### src/rtl/fetch_pkg.sv
// Shared types and constants for the instruction fetch front end.
package fetch_pkg;

  localparam int unsigned INSTR_WIDTH = 32;
  localparam int unsigned PC_WIDTH    = 32;
  localparam logic [PC_WIDTH-1:0] PC_STEP = PC_WIDTH'(4);

  typedef struct packed {
    logic [PC_WIDTH-1:0]    pc;
    logic [INSTR_WIDTH-1:0] instr;
  } fetch_entry_t;

  function automatic logic [PC_WIDTH-1:0] align_pc(input logic [PC_WIDTH-1:0] a);
    return a & ~PC_WIDTH'(3);
  endfunction

endpackage

### src/rtl/fetch_buffer.sv
// Synchronous FIFO of fetched {pc, instr} entries with flush; flush beats push.
module fetch_buffer
  import fetch_pkg::*;
#(
  parameter  int unsigned DEPTH = 2,
  localparam int unsigned AW    = $clog2(DEPTH),
  localparam int unsigned CW    = AW + 1
) (
  input  logic          clk,
  input  logic          reset,
  input  logic          push_i,
  input  logic          pop_i,
  input  logic          flush_i,
  input  fetch_entry_t  wdata_i,
  output fetch_entry_t  rdata_o,
  output logic          valid_o,
  output logic [CW-1:0] occupancy_o
);

  fetch_entry_t  mem_q [DEPTH];
  logic [AW-1:0] wr_q, rd_q;
  logic [CW-1:0] cnt_q;
  logic          do_push, do_pop;

  assign do_pop  = pop_i && (cnt_q != '0);
  // A full buffer still accepts a push when the head leaves in the same cycle.
  assign do_push = push_i && ((cnt_q != CW'(DEPTH)) || do_pop);

  always_ff @(posedge clk) begin
    if (reset || flush_i) begin
      wr_q  <= '0;
      rd_q  <= '0;
      cnt_q <= '0;
    end else begin
      if (do_push) wr_q <= wr_q + AW'(1);
      if (do_pop)  rd_q <= rd_q + AW'(1);
      cnt_q <= cnt_q + CW'(do_push) - CW'(do_pop);
    end
  end

  always_ff @(posedge clk) begin
    if (do_push) mem_q[wr_q] <= wdata_i;
  end

  assign rdata_o     = mem_q[rd_q];
  assign valid_o     = (cnt_q != '0);
  assign occupancy_o = cnt_q;

endmodule

### src/rtl/instruction_fetch_unit.sv
// Fetch stage: owns the PC, issues credit-limited imem reads, buffers words for the core.
module instruction_fetch_unit
  import fetch_pkg::*;
#(
  parameter logic [PC_WIDTH-1:0] RESET_PC = '0,
  parameter int unsigned         DEPTH    = 2
) (
  input  logic                   clk,
  input  logic                   reset,
  output logic                   imemReqValid,
  output logic [PC_WIDTH-1:0]    imemReqAddr,
  input  logic                   imemReqReady,
  input  logic                   imemRespValid,
  input  logic [INSTR_WIDTH-1:0] imemRespData,
  input  logic                   redirectValid,
  input  logic [PC_WIDTH-1:0]    redirectTarget,
  output logic                   instValid,
  output logic [INSTR_WIDTH-1:0] instruction,
  output logic [PC_WIDTH-1:0]    instPC,
  input  logic                   instReady
);

  localparam int unsigned CW = $clog2(DEPTH) + 1;
  localparam int unsigned SW = CW + 1;

  logic [PC_WIDTH-1:0] fetchPC_q, fetchPC_d, respPC_q, respPC_d;
  logic [CW-1:0]       inflight_q, inflight_d, drop_q, drop_d, occ;
  logic [SW-1:0]       credit;
  logic                redirect, buf_valid, pop, accept, keep;
  fetch_entry_t        head, push_entry;

  assign redirect  = redirectValid && !reset;
  assign instValid = buf_valid && !redirect && !reset;
  assign pop       = instValid && instReady;

  // Buffered words plus kept in-flight responses must leave room for one more word.
  assign credit = SW'(occ) + SW'(inflight_q) - SW'(drop_q) - SW'(pop);

  assign imemReqValid = !reset && !redirectValid && (inflight_q < CW'(DEPTH)) &&
                        (credit < SW'(DEPTH));
  assign imemReqAddr  = fetchPC_q;
  assign accept       = imemReqValid && imemReqReady;
  assign keep         = imemRespValid && !redirect && (drop_q == '0);

  assign push_entry.pc    = respPC_q;
  assign push_entry.instr = imemRespData;

  assign instruction = buf_valid ? head.instr : '0;
  assign instPC      = buf_valid ? head.pc    : '0;

  always_comb begin
    fetchPC_d  = fetchPC_q;
    respPC_d   = respPC_q;
    inflight_d = inflight_q + CW'(accept) - CW'(imemRespValid);
    drop_d     = drop_q;
    if (redirect) begin
      fetchPC_d = align_pc(redirectTarget);
      respPC_d  = align_pc(redirectTarget);
      drop_d    = inflight_q - CW'(imemRespValid);
    end else begin
      if (accept) fetchPC_d = fetchPC_q + PC_STEP;
      if (keep)   respPC_d  = respPC_q + PC_STEP;
      if (imemRespValid && (drop_q != '0)) drop_d = drop_q - CW'(1);
    end
  end

  always_ff @(posedge clk) begin
    if (reset) begin
      fetchPC_q  <= RESET_PC;
      respPC_q   <= RESET_PC;
      inflight_q <= '0;
      drop_q     <= '0;
    end else begin
      fetchPC_q  <= fetchPC_d;
      respPC_q   <= respPC_d;
      inflight_q <= inflight_d;
      drop_q     <= drop_d;
    end
  end

  fetch_buffer #(
    .DEPTH(DEPTH)
  ) u_buffer (
    .clk        (clk),
    .reset      (reset),
    .push_i     (keep),
    .pop_i      (pop),
    .flush_i    (redirect),
    .wdata_i    (push_entry),
    .rdata_o    (head),
    .valid_o    (buf_valid),
    .occupancy_o(occ)
  );

endmodule

### config.mk
export PLATFORM = sky130hd
export DESIGN_NAME = instruction_fetch_unit
export DESIGN_NICKNAME = d
export VERILOG_FILES = /design/src/rtl/fetch_pkg.sv /design/src/rtl/fetch_buffer.sv /design/src/rtl/instruction_fetch_unit.sv
export SDC_FILE = /design/constraint.sdc
export NUM_CORES = 1
export LEC_CHECK = 0
export CELL_PAD_IN_SITES_DETAIL_PLACEMENT = 1
export CELL_PAD_IN_SITES_GLOBAL_PLACEMENT = 1
export CORE_MARGIN = 5
export CORE_UTILIZATION = 37
export CTS_CLUSTER_DIAMETER = 60
export DETAILED_ROUTE_END_ITERATION = 8
export GPL_ROUTABILITY_DRIVEN = 0
export PLACE_DENSITY_LB_ADDON = 0.15
export SLEW_MARGIN = 20
export SYNTH_ARGS = -nofsm -noshare
export SYNTH_HDL_FRONTEND = slang
export SYNTH_SLANG_ARGS = --single-unit
### constraint.sdc
create_clock -name clk -period 8.9 [get_ports clk]
set_clock_uncertainty 0.1 [all_clocks]
set_input_delay 2.67 -clock clk [delete_from_list [all_inputs] [get_ports clk]]
set_output_delay 2.67 -clock clk [all_outputs]
set_load 0.005 [all_outputs]
Yosys cells after proc, flatten, opt, wreduce, memory -nomap -nowiden. Memory sizes are Yosys's and may differ from the RTL's. A register that Yosys moved wholly into a read port is not among the register bits. Index checks and enable logic that the tools add are counted.

Bits of input ports: 70. Register bits: 72. Word-level logic and storage cells: 63. Memory bits (writable): 128. Output and inout port bits: 98. Memories: 1.

Equality and inequality tests: 1. Reductions and logical operators: 25. Add/sub/neg operators: 13. Order comparisons: 2. Multiplexer cells: 12.

Memory list: u_buffer.mem_q (words 2, width 64, rd ports 1, clocked after Yosys merged registers in 1, wr ports 1, line fetch_buffer.sv:20) `fetch_entry_t mem_q [DEPTH];`.

Operators by type and width (number): 32-bit 2-to-1 mux (6); 32-bit by 3-bit adder with 32-bit output, second input constant (2); 1-bit logical AND (13); 2-bit nonzero test (5); 2-bit by 1-bit subtractor with 2-bit output (3); 2-bit by 1-bit adder with 2-bit output (2); 1-bit 2-to-1 mux (4); 2-bit 2-to-1 mux (2); 2-bit by 2-bit adder with 3-bit output (1); 1-bit zero test (3); 3-bit by 2-bit < comparator with 1-bit output, second input constant (1); 3-bit by 1-bit subtractor with 3-bit output (1); 3-bit by 2-bit subtractor with 3-bit output (1); 1-bit adder, second input constant (2); 2-bit zero test (1); 1-bit logical OR (2); 2-bit < comparator, second input constant (1); 2-bit != test, second input constant (1); 2-bit OR reduction (1); 2-bit by 1-bit subtractor with 2-bit output, second input constant (1).

Logic depth before layout (Yosys ltp). Gate-level depths: netlist of the first run.

Depth in word-level cells: 12. Mapped depth: 18. Gate-level depth less buffers: 16.

Hierarchy. From an unflattened synthesis of the first run, not the netlist that was laid out.

Cells, all modules: 783. Area total of the unflattened synthesis: 9564.2 um^2.

Modules (own cells, without submodules): fetch_buffer (cells an instance 225, area an instance 5117.4 um^2, times used 1, seq. area each 3943.8 um^2); instruction_fetch_unit (cells an instance 558, area an instance 4446.8 um^2, times used 1, seq. area each 1281.2 um^2).

Worst setup path after synthesis of the first run. No wires, ideal clock.

Path kind: input to register. Start point: in reset. End point: mem u_buffer.mem_q[0][0] (netlist bit), enable pin. Arrival time: 8898 ps. Required time: 8165 ps. Stages on the path: 4. Path slack: -733 ps. Setup time: 635 ps. Path buffers: 1. Cell sequence: clkbuf_1 -> inv_1 -> a211oi_1 -> nor4_1.

Word-level cells in the longest chain between the ends: 11. Elaborated cells between the ends (all ways): 13. Classes of those cells: 2 x mux; 11 x reduce/logical.

RTL lines: from (decl) (line instruction_fetch_unit.sv:9) `input logic reset,`; 1-bit zero test * (line instruction_fetch_unit.sv:32, instruction_fetch_unit.sv:33); 1-bit logical AND (line instruction_fetch_unit.sv:32) `assign redirect = redirectValid && !reset;`; 1-bit zero test (line instruction_fetch_unit.sv:33, instruction_fetch_unit.sv:43); 1-bit logical AND (2 in a row) (line instruction_fetch_unit.sv:33) `assign instValid = buf_valid && !redirect && !reset;`; 1-bit logical AND (line instruction_fetch_unit.sv:34) `assign pop = instValid && instReady;`; 1-bit logical AND (line fetch_buffer.sv:25) `assign do_pop = pop_i && (cnt_q != '0);`; 1-bit logical OR (line fetch_buffer.sv:27) `assign do_push = push_i && ((cnt_q != CW'(DEPTH)) || do_pop);`; 1-bit logical AND * (line fetch_buffer.sv:27); 1-bit 2-to-1 mux * (line fetch_buffer.sv:42) `if (do_push) mem_q[wr_q] <= wdata_i;`; 1-bit 2-to-1 mux (implied by the code) * (line fetch_buffer.sv:42); to (decl) (line fetch_buffer.sv:20).

Every way passes the cells marked *; elsewhere a longest branch is shown, timed or not.

Final worst setup path of the first run.
Start point: in reset. End point: out imemReqValid.

Word-level cells in the longest chain between the ends: 9. Elaborated cells between the ends (all ways): 11. Classes of those cells: 1 x add/sub; 1 x order compare; 9 x reduce/logical.

RTL lines: 1-bit zero test * (line instruction_fetch_unit.sv:32, instruction_fetch_unit.sv:33, instruction_fetch_unit.sv:39); 1-bit logical AND (line instruction_fetch_unit.sv:32); 1-bit zero test (line instruction_fetch_unit.sv:33); 1-bit logical AND (2 in a row) (line instruction_fetch_unit.sv:33); 1-bit logical AND (line instruction_fetch_unit.sv:34); 3-bit by 1-bit subtractor with 3-bit output (line instruction_fetch_unit.sv:37) `assign credit = SW'(occ) + SW'(inflight_q) - SW'(drop_q) - SW'(pop);`; 3-bit by 2-bit < comparator with 1-bit output (line instruction_fetch_unit.sv:40) `(credit < SW'(DEPTH));`; 1-bit logical AND * (line instruction_fetch_unit.sv:39) `assign imemReqValid = !reset && !redirectValid && (inflight_q < CW'(DEPTH)) &&`; to (decl) (line instruction_fetch_unit.sv:10) `output logic imemReqValid,`.

Marked as above.

==> results.rst, run 1 <==
.. list-table::
   :header-rows: 1

   * - Metric
     - Value
   * - Run status
     - complete, no violations
   * - Area of the die
     - 25880 um^2
   * - Sequential Power Share
     - ~51%
   * - Critical path cell sequence
     - clkdlybuf4s50_1 > or2_4 > nor2_2 > nand2_1 > fa_1 > inv_1 > fa_1 > nand2b_1 > fa_1 > xor2_1 > and4_1 > dlymetal6s2s_1
   * - Post-Syn Area per Cell
     - around 12 um^2
   * - Critical Path Max Stage Delay
     - between 0.4 and 0.5 ns
   * - Worst relative slew slack
     - a little over a quarter
   * - Cell Rows
     - 55
   * - Sort of element at the end of the critical path
     - output port
   * - Startpoint class of the critical path
     - input port
   * - F_max
     - approximately 120 MHz
   * - Leakage
     - between 3 and 4 nW
   * - Via count
     - 5919
   * - HPWL reported at the end of detailed placement
     - 15240 um
   * - Portion of netlist area occupied by mux cells
     - 7.489%
   * - Switching Fraction
     - between 20% and 30%
   * - Area of the mapped netlist
     - roughly 8400 um^2
   * - Main combinational cell family by area after synthesis
     - simple AND/OR/NAND/NOR gates
   * - Ratio of cells with drive above 1 in the final layout
     - between 6 and 7%
   * - Most used flip-flop cell after synthesis
     - edfxtp_1
   * - Top cell family by delay on the critical path
     - adder cells
   * - TNS Setup
     - 0 ns
   * - Arrival time reported for the critical path endpoint
     - approximately 5.6 ns
   * - Sequential area share after synthesis
     - between 60% and 70%
   * - Clock share of power
     - 36.4%
   * - Area added between synthesis and finish
     - 29.58%
   * - Class of the most critical hold timing path
     - flip-flop to flip-flop
   * - Crit Path Category
     - input port to output port
   * - Peak ir drop on the vdd network
     - 0.00008283 V
   * - Yosys cell types
     - 43
   * - Combined buffer and inverter count along the critical path
     - 3
   * - Clk Latency, worst-skew pair
     - about 0.43 ns
   * - Max-capacitance violation count
     - 0
   * - Number of buffers inserted by port buffering
     - 161
   * - Share of the synthesized area in the top cell type
     - approximately 44%
   * - Most frequent cell on the critical path
     - fa_1
   * - Slowest cell on crit path
     - fa_1
   * - Sinks on the clock net
     - ~190
   * - Yosys warning total
     - 0
   * - Top cells by area, synth
     - edfxtp_1, dfxtp_1, mux2i_1, nor2_1, xor2_1
   * - Number of enable-type register cells in the synthesized netlist
     - roughly 120
   * - Clock transition at the registers of the reported paths
     - around 0.07 ns
   * - Floorplan die height
     - between 150 and 200 um
   * - Die Span X
     - around 160 um
   * - Post-cts hold buffer count
     - 0
   * - Placement Setup Slack
     - around 0.06 ns
   * - Internal power of the cells
     - 0.001539 W
   * - Placed cell count
     - 1115
   * - Total Routing Usage GR
     - between 10% and 20%
   * - Drt first-iter violations
     - 240
   * - Antenna Violating Nets Remaining
     - 0
   * - Number of global-route vias before repair
     - 6359
   * - Simple-gate portion of the synthesized area
     - between 10% and 20%
   * - Average vias per placed instance
     - around 5.2
   * - Cells after synthesis
     - about 700
   * - IO Count
     - about 170
   * - Most frequent cells in the layout
     - clkdlybuf4s50_1, edfxtp_1, nor2_1
   * - Initial cell density of the core
     - a little under two fifths
   * - Maximum number of pins on one net before global-route repair
     - 83
   * - Master cell of the clock root buffer
     - clkbuf_16
   * - Final Power
     - 0.002057 W
   * - Async set or reset register ratio after synthesis
     - 0%
   * - Final setup violation count
     - 0
   * - Share of the synthesized netlist area taken by xor and xnor gates
     - approximately 6.1%
   * - Complex-gate fraction of the synthesized area
     - under 10%
   * - Crit Path Max Fanout
     - 2
   * - Psw
     - just over 0.0005 W
   * - WL per Instance
     - roughly 19 um
   * - Slew @ Worst Pin
     - 1.102 ns
   * - Adder-cell share of the synthesized area
     - under 10%
   * - Post-synth top area cell
     - edfxtp_1
   * - DRC viols
     - 0
   * - Number of buffers inserted during clock tree synthesis
     - 17
   * - Global-route congestion overflow total
     - 0
   * - Initial antenna violation count
     - 2
   * - Count of state elements after synthesis
     - slightly below 200
   * - Clock period minus final worst setup slack
     - between 8 and 9 ns
   * - Maximum clock insertion buffer count
     - 2
   * - Required arrival time at the worst endpoint
     - 6.13 ns
   * - Most common cell after layout, fill and taps aside
     - clkdlybuf4s50_1
   * - Worst setup margin
     - between 0.5 and 0.6 ns
   * - Std-Cell Core Area
     - around 23000 um^2
   * - Net count of the finished layout
     - 931
   * - Power density over the cells
     - about 190 nW/um^2
   * - Total wirelength of the detailed-routed design
     - roughly 22000 um
   * - Pre-Repair DR Iteration Count
     - 4
   * - Final number of max-transition violations
     - 0
   * - RSZ-0062 raised after global routing
     - false
   * - First-pass GRT wire length
     - around 35000 um
   * - Hold violation count in the final report
     - 0
   * - H-tree levels
     - 4
   * - Final clock period utilization by the worst path
     - a little over nine tenths
   * - # diodes
     - 0
   * - CTS tree
     - done
   * - Layout fillers
     - approximately 2400
   * - Final cell count without fillers
     - approximately 1100
   * - Combinational group share of total power
     - about an eighth
## state kept, by name (all words and copies together), names as in the netlist, named ones only
name,count
drop_q,2
respPC_q,30
u_buffer.mem_q,124
inflight_q,2
u_buffer.rd_q,1
u_buffer.wr_q,1
u_buffer.occupancy_o,2
imemReqAddr,30
## final timing paths
path,to,cells past startpoint,slack (ns),startpoint
min reg2reg,u_buffer.mem_q[1][63],0,0.38,respPC_q[31]
max,imemReqValid,12,0.50,reset
max reg2reg,imemReqAddr[30],13,4.42,u_buffer.occupancy_o[1]
min,u_buffer.mem_q[1][63],0,0.38,respPC_q[31]
## stage by stage
stage	hold WS [ns]	area [um^2]	utilization [%]
3_3_place_gp	0.3600	10330	45.89
2_1_floorplan	0.3453	8438	-
5_1_grt	0.4128	10910	48.49
6_report	0.3832	10910	48.49
3_5_place_dp	0.3745	10330	45.90
4_1_cts	0.3920	10900	48.46
## Yosys cell counts (17+ instances only)
| library cell | instances |
|---|---|
| a211oi_1 | 20 |
| a21boi_0 | 29 |
| clkbuf_1 | 29 |
| dfxtp_1 | 69 |
| edfxtp_1 | 124 |
| inv_1 | 17 |
| mux2i_1 | 63 |
| nand2_1 | 26 |
| nand3_1 | 25 |
| nand4_1 | 18 |
| nor2_1 | 91 |
| o21a_1 | 21 |
| xnor2_1 | 27 |
| xor2_1 | 32 |
## area by class of cell
| type | count | area [um^2] | share of cell area [%] |
|---|---|---|---|
| Timing Repair Buffer | 170 | 1682 | 15.41 |
| Sequential cell | 193 | 5109 | 46.82 |
| Inverter | 17 | 63.81 | 0.5848 |
| Clock buffer | 18 | 429.2 | 3.933 |
| Multi-Input combinational cell | 450 | 3126 | 28.64 |
| Clock inverter | 14 | 146.4 | 1.342 |
| Tap cell | 285 | 356.6 | 3.268 |
## cell families after synthesis
family,Yosys count
flops,193
other cells,1
fa+ha+maj,12
simple gates,221
compound gates,91
mux,63
buf+inv,55
xor+xnor,59
## routing by layer
layer	track usage (%)	up-vias	share of wire, %
li1	-	2824	-
met1	21.20	2909	45
met2	29.24	164	49
met3	4.157	18	4.9
met4	3.451	4	0.81
met5	0	-	0.10
## power groups by stage
| stage | sequential (W) | combinational (W) | clock (W) |
|---|---|---|---|
| finish | 0.00106 | 0.000254 | 0.000748 |
| global route | 0.00106 | 0.000281 | 0.000805 |
| CTS | 0.00106 | 0.000261 | 0.000767 |
| detailed placement | 0.00108 | 0.000259 | 0 |
| global placement | 0.00107 | 0.000248 | 0 |
| floorplan | 0.00107 | 0.000131 | 0 |
## timing repair
| action | 4_1_cts | 5_1_grt |
|---|---|---|
| buffers inserted | 0 | 0 |
| setup endpoints to repair | 0 | 1 |
| resized for setup | 0 | 3 |
(Power assumes the default switching activity.)
==> run 2: changes to the inputs <==
--- a/config.mk
+++ b/config.mk
@@ -9,6 +9,7 @@
 export CELL_PAD_IN_SITES_GLOBAL_PLACEMENT = 1
 export CORE_MARGIN = 5
 export CORE_UTILIZATION = 37
+export CTS_BUF_LIST = sky130_fd_sc_hd__clkbuf_16
 export CTS_CLUSTER_DIAMETER = 60
 export DETAILED_ROUTE_END_ITERATION = 8
 export GPL_ROUTABILITY_DRIVEN = 0
==> run 2 against run 1 <==
- clock power is essentially flat
- count of clock-buffer cells in the layout shrank 1
- critical path depth is the same
- combinational power is essentially flat
- final area is the same
- sequential power is essentially flat
- total power is essentially flat
- global-route usage is the same
- via count is the same
- hold slack is the same
- sequential share of layout area is the same
- critical path type unchanged
- highest routed layer unchanged
==> results.rst, run 2 (synthesis results as in run 1) <==
.. list-table::
   :header-rows: 1

   * - Metric
     - Value
   * - Most flops, register
     - u_buffer.mem_q
   * - Most frequent cells in the layout
     - clkdlybuf4s50_1, edfxtp_1, nor2_1
   * - Post-CTS Setup Inserts
     - 0
   * - Clock transition at the registers of the reported paths
     - around 0.070 ns
   * - Max-capacitance violation count
     - 0
   * - Worst Hold Margin
     - approximately 0.38 ns
   * - Layer with the highest usage
     - met2
   * - IO Count
     - about 170
   * - Number of buffers inserted by port buffering
     - between 150 and 200
   * - Run status
     - complete, no violations
   * - DRC viols
     - 0
   * - Average vias per placed instance
     - about 5.2
   * - F_max
     - approximately 120 MHz
   * - Crit Path Max Fanout
     - 2
   * - Total wirelength of the detailed-routed design
     - about 22000 um
   * - Leakage
     - around 3.6 nW
   * - Area of the die
     - 25880 um^2
   * - RSZ-0062 raised after global routing
     - false
   * - Sort of element at the end of the critical path
     - output port
   * - Hold violation count in the final report
     - 0
   * - Slew @ Worst Pin
     - between 1 and 1.5 ns
   * - Drt first-iter violations
     - 240
   * - Worst relative slew slack
     - between 20% and 30%
   * - Clock period minus final worst setup slack
     - roughly 8.4 ns
   * - Power density over the cells
     - about 190 nW/um^2
   * - # diodes
     - 0
   * - Arrival time reported for the critical path endpoint
     - 5.63 ns
   * - Placed cell count
     - ~1100
   * - Most common cell after layout, fill and taps aside
     - clkdlybuf4s50_1
   * - Number of global-route vias before repair
     - 6359
   * - Die Span X
     - around 160 um
   * - Global routing usage on met2
     - about 29%
   * - Maximum clock insertion buffer count
     - 2
   * - Peak ir drop on the vdd network
     - between 0.00008 and 0.00009 V
   * - Final setup violation count
     - 0
   * - Cell Rows
     - 55
   * - Ratio of cells with drive above 1 in the final layout
     - under 10%
   * - Master cell of the clock root buffer
     - clkbuf_16
   * - Std-Cell Core Area
     - about 23000 um^2
   * - Via count
     - approximately 5900
   * - Fraction of met3 tracks used by global routing
     - 4.157%
   * - HPWL reported at the end of detailed placement
     - 15240 um
   * - H-tree levels
     - 4
   * - First-pass GRT wire length
     - approximately 35000 um
   * - Pre-Repair DR Iteration Count
     - 4
   * - Clk Latency, worst-skew pair
     - between 0.4 and 0.5 ns
   * - Initial antenna violation count
     - 2
   * - Net count of the finished layout
     - slightly above 900
   * - TNS Setup
     - 0 ns
   * - Antenna Violating Nets Remaining
     - 0
   * - CTS tree
     - done
   * - Total Routing Usage GR
     - 16.75%
   * - Final cell count without fillers
     - about 1100
   * - Maximum number of pins on one net before global-route repair
     - 83
   * - Max FFs per register
     - 124
   * - Required arrival time at the worst endpoint
     - 6.13 ns
   * - Initial cell density of the core
     - between 30 and 40%
   * - Crit Path Category
     - input port to output port
   * - Final number of max-transition violations
     - 0
   * - Class of the most critical hold timing path
     - flip-flop to flip-flop
   * - Sinks on the clock net
     - between 150 and 200
   * - Startpoint class of the critical path
     - input port
   * - Floorplan die height
     - around 160 um
   * - Number of buffers inserted during clock tree synthesis
     - 17
   * - Global-route congestion overflow total
     - 0
   * - Final clock period utilization by the worst path
     - between 90% and 100%
   * - Routing usage on met1
     - a little over a fifth
   * - WL per Instance
     - about 19 um
   * - Area added between synthesis and finish
     - 29.58%
## run 2: critical path, cell delays in order
cell	delay, ns
clkdlybuf4s50_1	0.42
or2_4	0.27
nor2_2	0.10
nand2_1	0.10
fa_1	0.49
inv_1	0.05
fa_1	0.43
nand2b_1	0.17
fa_1	0.38
xor2_1	0.20
and4_1	0.22
dlymetal6s2s_1	0.13
## run 2: area by class of cell
type                    count  area (um^2)
multi-input cells         450         3126
well taps                 285        356.6
repair buffers            170         1682
fillers                  2389        11590
clock inverters            15        150.1
clock buffers              17        425.4
inverters                  17        63.81
flip-flops and latches    193         5109
## run 2: worst paths after layout
kind | start | end | slack (ns) | cells after the start
worst min-delay path | respPC_q[31] | u_buffer.mem_q[1][63] | 0.38 | 0
worst min register to register | respPC_q[31] | u_buffer.mem_q[1][63] | 0.38 | 0
worst max-delay path | reset | imemReqValid | 0.50 | 12
worst max register to register | u_buffer.occupancy_o[1] | imemReqAddr[30] | 4.42 | 13
## run 2: per-layer routing
layer  vias up  share of wire, %  wire, um
met5         -              0.10        23
met4         4              0.81       177
met3        18               4.9      1070
met2       164                49     10830
met1      2909                45      9850
li1       2824                 -         -
## run 2: through the flow
stage | setup WS (ns) | cell area (um^2) | utilization, % | total power, W
5_1_grt | 0.2978 | 10910 | 48.49 | 0.002148
3_5_place_dp | 0.05885 | 10330 | 45.90 | 0.001334
6_report | 0.5034 | 10910 | 48.49 | 0.002056
3_3_place_gp | 0.1431 | 10330 | 45.89 | 0.001319
4_1_cts | 0.03744 | 10900 | 48.46 | 0.002083
2_1_floorplan | 0.7402 | 8438 | - | 0.001196
## run 2: where the power goes
group	total (W)	leakage, nW	internal (W)	switching, W
clock network	0.000747	0.287	0.000396	0.000351
logic	0.000254	1.56	0.000130	0.000124
registers	0.00106	1.72	0.00101	0.0000430
## run 2: repair_timing
item                                    in CTS  in global routing
gates resized for setup                      0                  3
endpoints found under the setup margin       0                  1
hold buffers                                 0                  0
